<file path="config.mk">
export PLATFORM = sky130hd
export DESIGN_NAME = adc_serial_rx
export DESIGN_NICKNAME = d
export VERILOG_FILES = /design/src/rtl/adc_serial_rx.sv
export SDC_FILE = /design/constraint.sdc
export NUM_CORES = 1
export LEC_CHECK = 0
export ABC_AREA = 1
export CELL_PAD_IN_SITES_DETAIL_PLACEMENT = 2
export CELL_PAD_IN_SITES_GLOBAL_PLACEMENT = 2
export CORE_ASPECT_RATIO = 0.75
export CORE_MARGIN = 5
export CORE_UTILIZATION = 35
export CTS_BUF_LIST = sky130_fd_sc_hd__clkbuf_8
export DETAILED_ROUTE_END_ITERATION = 6
export PLACE_DENSITY = 0.88
export SLEW_MARGIN = 5
export SYNTH_ARGS = -nofsm -noshare
export SYNTH_HDL_FRONTEND = slang
export SYNTH_SLANG_ARGS = --single-unit
</file>
<file path="constraint.sdc">
create_clock -name clk -period 1.6 [get_ports clk]
set_input_delay 0.16 -clock clk [delete_from_list [all_inputs] [get_ports clk]]
set_output_delay 0.16 -clock clk [all_outputs]
set_load 0.005 [all_outputs]
</file>
<file path="src/rtl/adc_serial_rx.sv">
// ADC serial read port: on a drdy_n fall, drive SCLK/rfs_n and shift in one MSB-first sample.
// drdy_n fall -> rfs_n low in 3 clks; sample_valid after 2*WORD_WIDTH*CLK_DIV more; unaccepted samples are overwritten with an overrun pulse.
module adc_serial_rx #(
  parameter int CLK_DIV    = 4,
  parameter int WORD_WIDTH = 16
) (
  input  logic                  clk,
  input  logic                  rst,
  input  logic                  enable,
  input  logic                  drdy_n,
  input  logic                  sdata_in,
  output logic                  sclk,
  output logic                  rfs_n,
  output logic [WORD_WIDTH-1:0] sample,
  output logic                  sample_valid,
  input  logic                  sample_ready,
  output logic                  overrun
);

  localparam int DIV_W = (CLK_DIV > 1) ? $clog2(CLK_DIV) : 1;
  localparam int CNT_W = $clog2(WORD_WIDTH + 1);
  localparam logic [DIV_W-1:0] DIV_LAST = DIV_W'(CLK_DIV - 1);
  localparam logic [CNT_W-1:0] CNT_LAST = CNT_W'(WORD_WIDTH);

  typedef enum logic {
    IDLE,
    FRAME
  } state_t;

  state_t                  state;
  state_t                  state_nxt;
  logic                    drdy_s1;
  logic                    drdy_s2;
  logic                    drdy_prev;
  logic                    drdy_fall;
  logic [DIV_W-1:0]        div_cnt;
  logic [CNT_W-1:0]        bit_cnt;
  logic [WORD_WIDTH-1:0]   shift_reg;
  logic                    start;
  logic                    div_tc;
  logic                    shift_en;
  logic                    done;
  logic                    accept;

  // Synchronizer resets high so a low drdy_n at reset release is not mistaken for a fresh edge.
  always_ff @(posedge clk or posedge rst) begin
    if (rst) begin
      drdy_s1   <= 1'b1;
      drdy_s2   <= 1'b1;
      drdy_prev <= 1'b1;
    end else begin
      drdy_s1   <= drdy_n;
      drdy_s2   <= drdy_s1;
      drdy_prev <= drdy_s2;
    end
  end

  assign drdy_fall = drdy_prev & ~drdy_s2;
  assign accept    = sample_valid & sample_ready;

  always_ff @(posedge clk or posedge rst) begin
    if (rst) begin
      state <= IDLE;
    end else begin
      state <= state_nxt;
    end
  end

  always_comb begin
    state_nxt = state;
    start     = 1'b0;
    div_tc    = 1'b0;
    shift_en  = 1'b0;
    done      = 1'b0;
    case (state)
      IDLE: begin
        if (drdy_fall && enable) begin
          start     = 1'b1;
          state_nxt = FRAME;
        end
      end
      FRAME: begin
        div_tc = (div_cnt == DIV_LAST);
        // sclk high at terminal count means this edge drives it low: sample the ADC bit.
        if (div_tc && sclk) begin
          shift_en = 1'b1;
        end
        if (div_tc && !sclk && (bit_cnt == CNT_LAST)) begin
          done      = 1'b1;
          state_nxt = IDLE;
        end
      end
      default: state_nxt = IDLE;
    endcase
  end

  always_ff @(posedge clk or posedge rst) begin
    if (rst) begin
      sclk      <= 1'b1;
      rfs_n     <= 1'b1;
      div_cnt   <= '0;
      bit_cnt   <= '0;
      shift_reg <= '0;
    end else if (start) begin
      rfs_n   <= 1'b0;
      div_cnt <= '0;
      bit_cnt <= '0;
    end else if (state == FRAME) begin
      if (div_tc) begin
        div_cnt <= '0;
        sclk    <= ~sclk;
      end else begin
        div_cnt <= div_cnt + 1'b1;
      end
      if (shift_en) begin
        shift_reg <= {shift_reg[WORD_WIDTH-2:0], sdata_in};
        bit_cnt   <= bit_cnt + 1'b1;
      end
      if (done) begin
        rfs_n <= 1'b1;
      end
    end
  end

  // A completing frame always wins over an accept on the same edge.
  always_ff @(posedge clk or posedge rst) begin
    if (rst) begin
      sample       <= '0;
      sample_valid <= 1'b0;
      overrun      <= 1'b0;
    end else begin
      overrun <= done & sample_valid & ~sample_ready;
      if (done) begin
        sample       <= shift_reg;
        sample_valid <= 1'b1;
      end else if (accept) begin
        sample_valid <= 1'b0;
      end
    end
  end

endmodule

</file>
### Word level (Yosys, flattened, before mapping)

Cells that the tools add are included.

* output and inout bits: 20
* word-level logic and storage cells: 58
* input port bits: 6
* register bits after elaboration: 47

* add/sub/neg operators: 2
* reductions and logical operators: 13
* multiplexer cells: 20
* bitwise gates (word level): 9
* equality and inequality tests: 2

Operator list (count)
* 2-to-1 mux 5 bit: 3
* 2-to-1 mux 1 bit: 13
* nonzero test 2 bit: 4
* 2-to-1 mux 2 bit: 3
* AND reduction 3 bit: 2
* adder 5 x 1 -> 5 bit (second input constant): 1
* == test 5 bit (second input constant): 1
* NOT 1 bit: 5
* AND 1 bit: 4
* logical AND 1 bit: 4
* AND reduction 2 bit: 2
* adder 2 x 1 -> 2 bit (second input constant): 1
* == test 2 bit (second input constant): 1
* one-hot mux 1 bit (2 select lines): 1
* logical NOT 1 bit: 1

### Logic depth before layout (Yosys ltp)

Gate-level depths: netlist of the first run.

* depth after elaboration: 8
* gate-level depth with buffers: 7
* gate-level depth less buffers: 7

### Worst setup path before layout of the first run

Ideal clock, no wire load.

* kind: reg-to-reg
* start: register bit_cnt[0]
* end: register sample[0]
* data required time: 1.484 ns
* setup slack: 0.187 ns
* setup time: 0.116 ns
* arrival: 1.297 ns
* clock period less this slack: 1.413 ns
* path buffers: 1
* stages on the path, launching flop included: 8
* cells stage by stage: dfrtp_1 inv_1 ha_1 nor3b_4 nand2_4 buf_6 nand2_1 nand2_1

* cells in the longest elaborated chain, start to end: 4

Ends and longest elaborated chain
* start, declared: RTL line 37 `logic [CNT_W-1:0] bit_cnt;`
* start signal, assigned: RTL line 117 `bit_cnt <= bit_cnt + 1'b1;`
* == test 5 bit: RTL line 88 `if (div_tc && !sclk && (bit_cnt == CNT_LAST)) begin`
* logical AND 1 bit: RTL line 88
* 2-to-1 mux 1 bit: RTL line 88
* 2-to-1 mux 1 bit: RTL line 75 `case (state)`
* end signal, assigned: RTL line 134 `sample <= shift_reg;`
* end, declared: RTL line 14 `output logic [WORD_WIDTH-1:0] sample,`

No other way between the ends.
A chain may end at the register's enable or synchronous reset.

### Worst setup path in the final report of the first run

* start: register sclk
* end: output sclk

RTL lines
* start, declared: RTL line 12 `output logic sclk,`
* start signal, assigned: RTL line 111 `sclk <= ~sclk;`

No word-level cell between the ends.

==> metrics.md, run 1 <==
| Metric | Value |
|---|---|
| Placed Cells incl. Taps | `303` |
| Static leakage power | `1.24 nW` |
| Share of total power in sequential cells | `0.566` |
| Die X | `95.0 um` |
| First-pass GRT wire length | `7690 um` |
| Maximum root-to-sink buffer count | `2` |
| Clock network power share | `0.409` |
| Total track usage | `0.146` |
| Total internal power | `0.00169 W` |
| Crit path launch type | `register` |
| Filler cells | `580` |
| Post-synthesis instance area | `0.00190 mm^2` |
| Maximum vdd drop | `0.445 mV` |
| Crit path DAT | `1.39 ns` |
| Worst-skew pair later-pin latency | `0.30 ns` |
| Worst Skew | `0.0123 ns` |
| Antenna violations before repair | `0` |
| Cell family contributing the most delay on the critical path | `flip-flops` |
| CP max-delay cell | `sky130_fd_sc_hd__dfstp_2` |
| Cell-by-cell listing of the critical path | `clkdlybuf4s50_1` |
| Number of cell rows | `23` |
| Post-route fraction of the period consumed by the critical path | `0.969` |
| Main area contributors after synthesis | `sky130_fd_sc_hd__dfrtp_1 (55%), sky130_fd_sc_hd__nand2_1 (14%), sky130_fd_sc_hd__dfstp_2 (6.9%)` |
| Drc violations | `0` |
| Fmax achieved | `645 MHz` |
| Total CTS buffers | `5` |
| Max-cap violation count | `0` |
| Parity-gate share of the synthesized area counting xor and xnor cells | `0` |
| Area of all sequential standard cells | `0.00118 mm^2` |
| Setup TNS | `0 ns` |
| Final Util | `0.459` |
| Fraction of power spent switching nets | `0.210` |
| CTS sink cnt | `47` |
| Portion of total power attributed to combinational logic | `0.024` |
| # hold bufs at CTS | `0` |
| Overall overflow remaining after global route | `0` |
| Cell count after synthesis | `201` |
| PnR worst setup slack | `0.0488 ns` |
| Fraction of final layout cells with drive strength greater than 1 | `0.145` |
| Final hold violation count | `0` |
| Outcome | `complete, no violations` |
| Data required time at the worst endpoint | `1.44 ns` |
| Residual antenna-violating net count after detailed routing | `0` |
| Final setup violating endpoints | `0` |
| Pin count of the biggest net entering global routing | `48` |
| Share of the synthesized area in the top cell type | `0.554` |
| Least-Margin Pin Slew | `0.379 ns` |
| Total of flip-flops plus latches after synthesis | `47` |
| Syn_nets | `210` |
| Synth warn | `0` |
| Number of global-route vias before repair | `1599` |
| Overall routed net length | `4900 um` |
| Pre-CTS worst setup slack | `0.0923 ns` |
| Number of detailed-route iterations in the first pass | `4` |
| Final period demand of the worst path | `1.55 ns` |
| First DRT Iteration DRCs | `47` |
| Hold WC Path Type | `input pin to async pin` |
| Area enclosed by the die boundary | `0.00700 mm^2` |
| Antenna cells | `0` |
| Clock tree from TritonCTS | `yes` |
| Fraction of the mapped netlist area in compound gates | `0.0475` |
| Area grow syn2layout | `28.1%` |
| Deepest level of the CTS H-tree | `2` |
| Number of cells in the finished layout apart from fillers | `316` |
| Relative slew margins | `0.747` |
| Net switching power of the design | `0.000448 W` |
| Post-synthesis sequential area ratio | `0.624` |
| Die height | `73.7 um` |
| Via count | `1494` |
| Simple logic cell fraction of the synthesized area | `0.256` |
| Proportion of synthesized area in mux cells | `0` |
| Initial standard-cell utilization of the core | `0.358` |
| Adder and majority cell fraction of the synthesized area | `0.0198` |
| Crit path max fanout | `4` |
| Dominant combinational cell family by area after synthesis | `simple AND/OR/NAND/NOR gates` |
| Power per standard cell area | `879 mW/mm^2` |
| Mean routed wirelength per cell | `15.5 um` |
| Element type at the critical path end | `output pin` |
| Multi-input gate area | `622 um^2` |
| Count of different cell masters after synthesis | `19` |
| Count of final max-slew check failures | `0` |
| Fin nets | `249` |
| Gp weighted congestion | `0.751` |
| Area of the placeable core | `0.00530 mm^2` |
| PortBufs | `25` |
| Syn Area/Cell | `9.43 um^2` |
| Yosys top cell by area | `sky130_fd_sc_hd__dfrtp_1` |
| Classification of the worst setup path | `register to output pin` |
| I/O pin count | `26` |
| Total buffers and inverters traversed by the critical path | `1` |
| Routed vias/inst | `4.73` |
| Clock Pin Slew Worst Setup and Hold Paths | `0.09 ns` |
| Half-perimeter wire length of the detailed placement result | `3240 um` |
| Biggest cell delay along the critical path | `0.58 ns` |
| Clock tree root buffer cell | `sky130_fd_sc_hd__clkbuf_8` |
[cells by family after synthesis]
kind of cell | after synthesis
AOI/OAI and AO/OA | 18
adders and majority gates | 3
buffers and inverters | 22
DFF | 47
and+or+nand+nor | 111
[cells in the mapped netlist (all sizes together)]
master	count
nand2	73
dfrtp	42
nand3	23
inv	16
o21ai	14
nor2	13
buf	5
dfstp	5
a21oi	4
ha	3
clkbuf	1
nand4	1
nor3b	1
[final timing paths]
check                           depth (start not counted)  slack, ns  startpoint       endpoint
worst min register to register                          0       0.36     drdy_s1        drdy_s2
worst min-delay path                                    3       0.20         rst   sample_valid
worst max register to register                          6       0.07  div_cnt[0]  shift_reg[10]
worst max-delay path                                    1       0.05        sclk           sclk
min in group clk                                        1       0.27      drdy_n        drdy_s1
max in group asynchronous                               3       1.10         rst      drdy_prev
[power groups by stage]
stage	clock (W)	combinational [W]	sequential [W]
2_1_floorplan	0	0.0000249	0.00123
3_3_place_gp	0	0.0000521	0.00123
3_5_place_dp	0	0.0000538	0.00123
4_1_cts	0.000904	0.0000544	0.00121
5_1_grt	0.000946	0.0000603	0.00121
6_report	0.000874	0.0000521	0.00121
[repair_timing]
item                       4_1_cts  5_1_grt
setup buffers                    0        4
setup endpoints to repair        0       21
resized for setup                0        4
[layout make-up]
type | instances | area share
repair buffers | 37 | 0.147
multi-input cells | 133 | 0.256
flip-flops and latches | 47 | 0.487
well taps | 75 | 0.0386
clock inverters | 3 | 0.0180
inverters | 16 | 0.0247
clock buffers | 5 | 0.0283
[cells in the final DEF (no fill, tap or decap), types with 5 or more instances in the layout]
| master | n |
|---|---|
| sky130_fd_sc_hd__nand2_1 | 72 |
| sky130_fd_sc_hd__inv_1 | 14 |
| sky130_fd_sc_hd__nor2_1 | 10 |
| sky130_fd_sc_hd__clkdlybuf4s50_1 | 25 |
| sky130_fd_sc_hd__nand3_1 | 22 |
| sky130_fd_sc_hd__dfrtp_1 | 41 |
| sky130_fd_sc_hd__dfstp_2 | 5 |
| sky130_fd_sc_hd__clkbuf_8 | 5 |
| sky130_fd_sc_hd__o21ai_0 | 14 |
| sky130_fd_sc_hd__buf_4 | 10 |
[routing by layer]
metal  wire length (um)  global-route usage  vias up
met5                  0                   0        -
met4                 99              0.0480        0
met3                165              0.0348       10
met2               2410               0.260       26
met1               2220               0.175      749
li1                   -                   -      709
[through the flow]
stage          total power, W  hold WS, ns  cell area [um^2]
5_1_grt               0.00222        0.236              2430
4_1_cts               0.00217        0.218              2380
3_3_place_gp          0.00128        0.346              2270
3_5_place_dp          0.00129        0.351              2270
6_report              0.00214        0.199              2430
2_1_floorplan         0.00125        0.164              1900
Note: power is estimated with default switching activity, not from simulation.
==> inputs of run 2 (changes only) <==
--- a/config.mk
+++ b/config.mk
@@ -9,7 +9,7 @@
 export CELL_PAD_IN_SITES_DETAIL_PLACEMENT = 2
 export CELL_PAD_IN_SITES_GLOBAL_PLACEMENT = 2
 export CORE_ASPECT_RATIO = 0.75
-export CORE_MARGIN = 5
+export CORE_MARGIN = 10
 export CORE_UTILIZATION = 35
 export CTS_BUF_LIST = sky130_fd_sc_hd__clkbuf_8
 export DETAILED_ROUTE_END_ITERATION = 6
==> metrics.md, run 2 (synthesized netlist as in run 1, its figures left out) <==
| Metric | Value |
|---|---|
| Power per standard cell area | `848 mW/mm^2 (was 879 mW/mm^2)` |
| Final setup violating endpoints | `0 (unchanged)` |
| # hold bufs at CTS | `0 (unchanged)` |
| Die height | `83.7 um (was 73.7 um)` |
| Setup slack on the worst flop-to-flop path | `0.15 ns (was 0.07 ns)` |
| Final non-filler cell area | `0.00240 mm^2 (was 0.00243 mm^2)` |
| Least-Margin Pin Slew | `0.330 ns (was 0.379 ns)` |
| Fin nets | `247 (was 249)` |
| Fraction of final layout cells with drive strength greater than 1 | `0.134 (was 0.145)` |
| Number of global-route vias before repair | `1652 (was 1599)` |
| Crit path launch type | `register (unchanged)` |
| Reg-to-reg critical path startpoint | `bit_cnt[0] (was div_cnt[0])` |
| CTS sink cnt | `47 (unchanged)` |
| Final hold violation count | `0 (unchanged)` |
| Overall overflow remaining after global route | `0 (unchanged)` |
| Clock tree root buffer cell | `sky130_fd_sc_hd__clkbuf_8 (unchanged)` |
| Hold WC Path Type | `input pin to async pin (unchanged)` |
| Via count | `1483 (was 1494)` |
| Cell-by-cell listing of the critical path | `clkdlybuf4s50_1 (unchanged)` |
| Cell family contributing the most delay on the critical path | `flip-flops (unchanged)` |
| Worst hold-check slack | `0.205 ns (was 0.199 ns)` |
| Total buffers and inverters traversed by the critical path | `1 (unchanged)` |
| Data required time at the worst endpoint | `1.44 ns (about the same)` |
| CP max-delay cell | `sky130_fd_sc_hd__dfstp_2 (unchanged)` |
| Total placed instance area | `0.00226 mm^2 (was 0.00227 mm^2)` |
| Maximum root-to-sink buffer count | `2 (unchanged)` |
| Die X | `105 um (was 95.0 um)` |
| Gp weighted congestion | `0.712 (was 0.751)` |
| Final period demand of the worst path | `1.54 ns (was 1.55 ns)` |
| Filler cells | `593 (was 580)` |
| Clock Pin Slew Worst Setup and Hold Paths | `0.10 ns (was 0.09 ns)` |
| Worst Skew | `0.00923 ns (was 0.0123 ns)` |
| First-pass GRT wire length | `8740 um (was 7690 um)` |
| Depth of the worst register-to-register path | `7 (was 6)` |
| Relative slew margins | `0.780 (was 0.747)` |
| Fmax achieved | `649 MHz (was 645 MHz)` |
| Area enclosed by the die boundary | `0.00879 mm^2 (was 0.00700 mm^2)` |
| Post-route fraction of the period consumed by the critical path | `0.963 (was 0.969)` |
| Crit path DAT | `1.38 ns (was 1.39 ns)` |
| Total track usage | `0.121 (was 0.146)` |
| Half-perimeter wire length of the detailed placement result | `3470 um (was 3240 um)` |
| Overall routed net length | `5160 um (was 4900 um)` |
| Area of the placeable core | `0.00530 mm^2 (unchanged)` |
| Clock tree from TritonCTS | `yes (unchanged)` |
| Max-cap violation count | `0 (unchanged)` |
| Antenna violations before repair | `0 (unchanged)` |
| Classification of the worst setup path | `register to output pin (unchanged)` |
| Pin count of the biggest net entering global routing | `48 (unchanged)` |
| Element type at the critical path end | `output pin (unchanged)` |
| Initial standard-cell utilization of the core | `0.358 (unchanged)` |
| Worst-skew pair later-pin latency | `0.30 ns (about the same)` |
| Maximum vdd drop | `0.410 mV (was 0.445 mV)` |
| Deepest level of the CTS H-tree | `2 (unchanged)` |
| Area grow syn2layout | `26.5% (was 28.1%)` |
| Biggest cell delay along the critical path | `0.58 ns (about the same)` |
| Number of cell rows | `23 (unchanged)` |
| Count of final max-slew check failures | `0 (unchanged)` |
| Worst flop-to-flop path endpoint | `sample[5] (was shift_reg[10])` |
| PortBufs | `25 (unchanged)` |
| Crit path max fanout | `4 (unchanged)` |
| I/O pin count | `26 (unchanged)` |
| Number of detailed-route iterations in the first pass | `4 (unchanged)` |
| Drc violations | `0 (unchanged)` |
| Outcome | `complete, no violations (unchanged)` |
| Commonest non-fill, non-tap cell in the layout | `sky130_fd_sc_hd__nand2_1 (unchanged)` |
| Total CTS buffers | `5 (unchanged)` |
| RSZ-0062 raised after global routing | `false` |
| Routed vias/inst | `4.72 (was 4.73)` |
| Static leakage power | `1.22 nW (was 1.24 nW)` |
| Residual antenna-violating net count after detailed routing | `0 (unchanged)` |
| Mean routed wirelength per cell | `16.4 um (was 15.5 um)` |
| Antenna cells | `0 (unchanged)` |
| Commonest cells after routing, fill and taps aside | `sky130_fd_sc_hd__nand2_1 (72), sky130_fd_sc_hd__dfrtp_1 (42), sky130_fd_sc_hd__clkdlybuf4s50_1 (25), sky130_fd_sc_hd__nand3_1 (22), sky130_fd_sc_hd__inv_1 (15) (was sky130_fd_sc_hd__nand2_1 (72), sky130_fd_sc_hd__dfrtp_1 (41), sky130_fd_sc_hd__clkdlybuf4s50_1 (25), sky130_fd_sc_hd__nand3_1 (22))` |
| Setup TNS | `0 ns (unchanged)` |
| First DRT Iteration DRCs | `64 (was 47)` |
[run 2: how the worst max path moves through the flow]
stage | from | to | cells past startpoint
after floorplan | bit_cnt[0] | sample[0] | 7
after global placement | div_cnt[0] | bit_cnt[3] | 8
after detailed placement | div_cnt[0] | bit_cnt[3] | 8
after CTS | div_cnt[0] | bit_cnt[3] | 8
after global routing | sclk | sclk | 1
final | sclk | sclk | 1
[run 2: final cells by class]
class                           count  area, um^2  share of cell area
Timing Repair Buffer               35         339               0.141
Clock inverter                      2        16.3             0.00678
Tap cell                           75        93.8              0.0391
Sequential cell                    47        1180               0.493
Multi-Input combinational cell    133         624               0.260
Clock buffer                        6        82.6              0.0344
Inverter                           16        60.1              0.0250
[run 2: timing repair]
action | in CTS | in global routing
resized for setup | 0 | 3
setup buffers | 0 | 2
setup endpoints to repair | 0 | 4
endpoints found under the hold margin | 0 | 0
[run 2: power breakdown]
part	switching [W]	internal, W	leakage (nW)
Sequential	0.00000758	0.00120	0.611
Clock	0.000420	0.000353	0.0474
Combinational	0.0000316	0.0000198	0.558
Total	0.000459	0.00157	1.22
[run 2: through the flow]
step	total power (W)	setup WS [ns]	instances	util
final	0.00203	0.0593	314	0.453
after global routing	0.00212	0.0127	314	0.453
after CTS	0.00207	0.0196	310	0.446
after detailed placement	0.00129	0.0865	302	0.428
after global placement	0.00128	0.239	302	0.428
after floorplan	0.00125	0.187	201	-
[run 2: routing by layer]
layer  up-vias  global-route usage  share of wire
met3         5              0.0347          0.040
li1        703                   -              -
met2        25               0.205           0.51
met5         -                   0              0
met4         0              0.0336         0.0068
met1       750               0.146           0.45
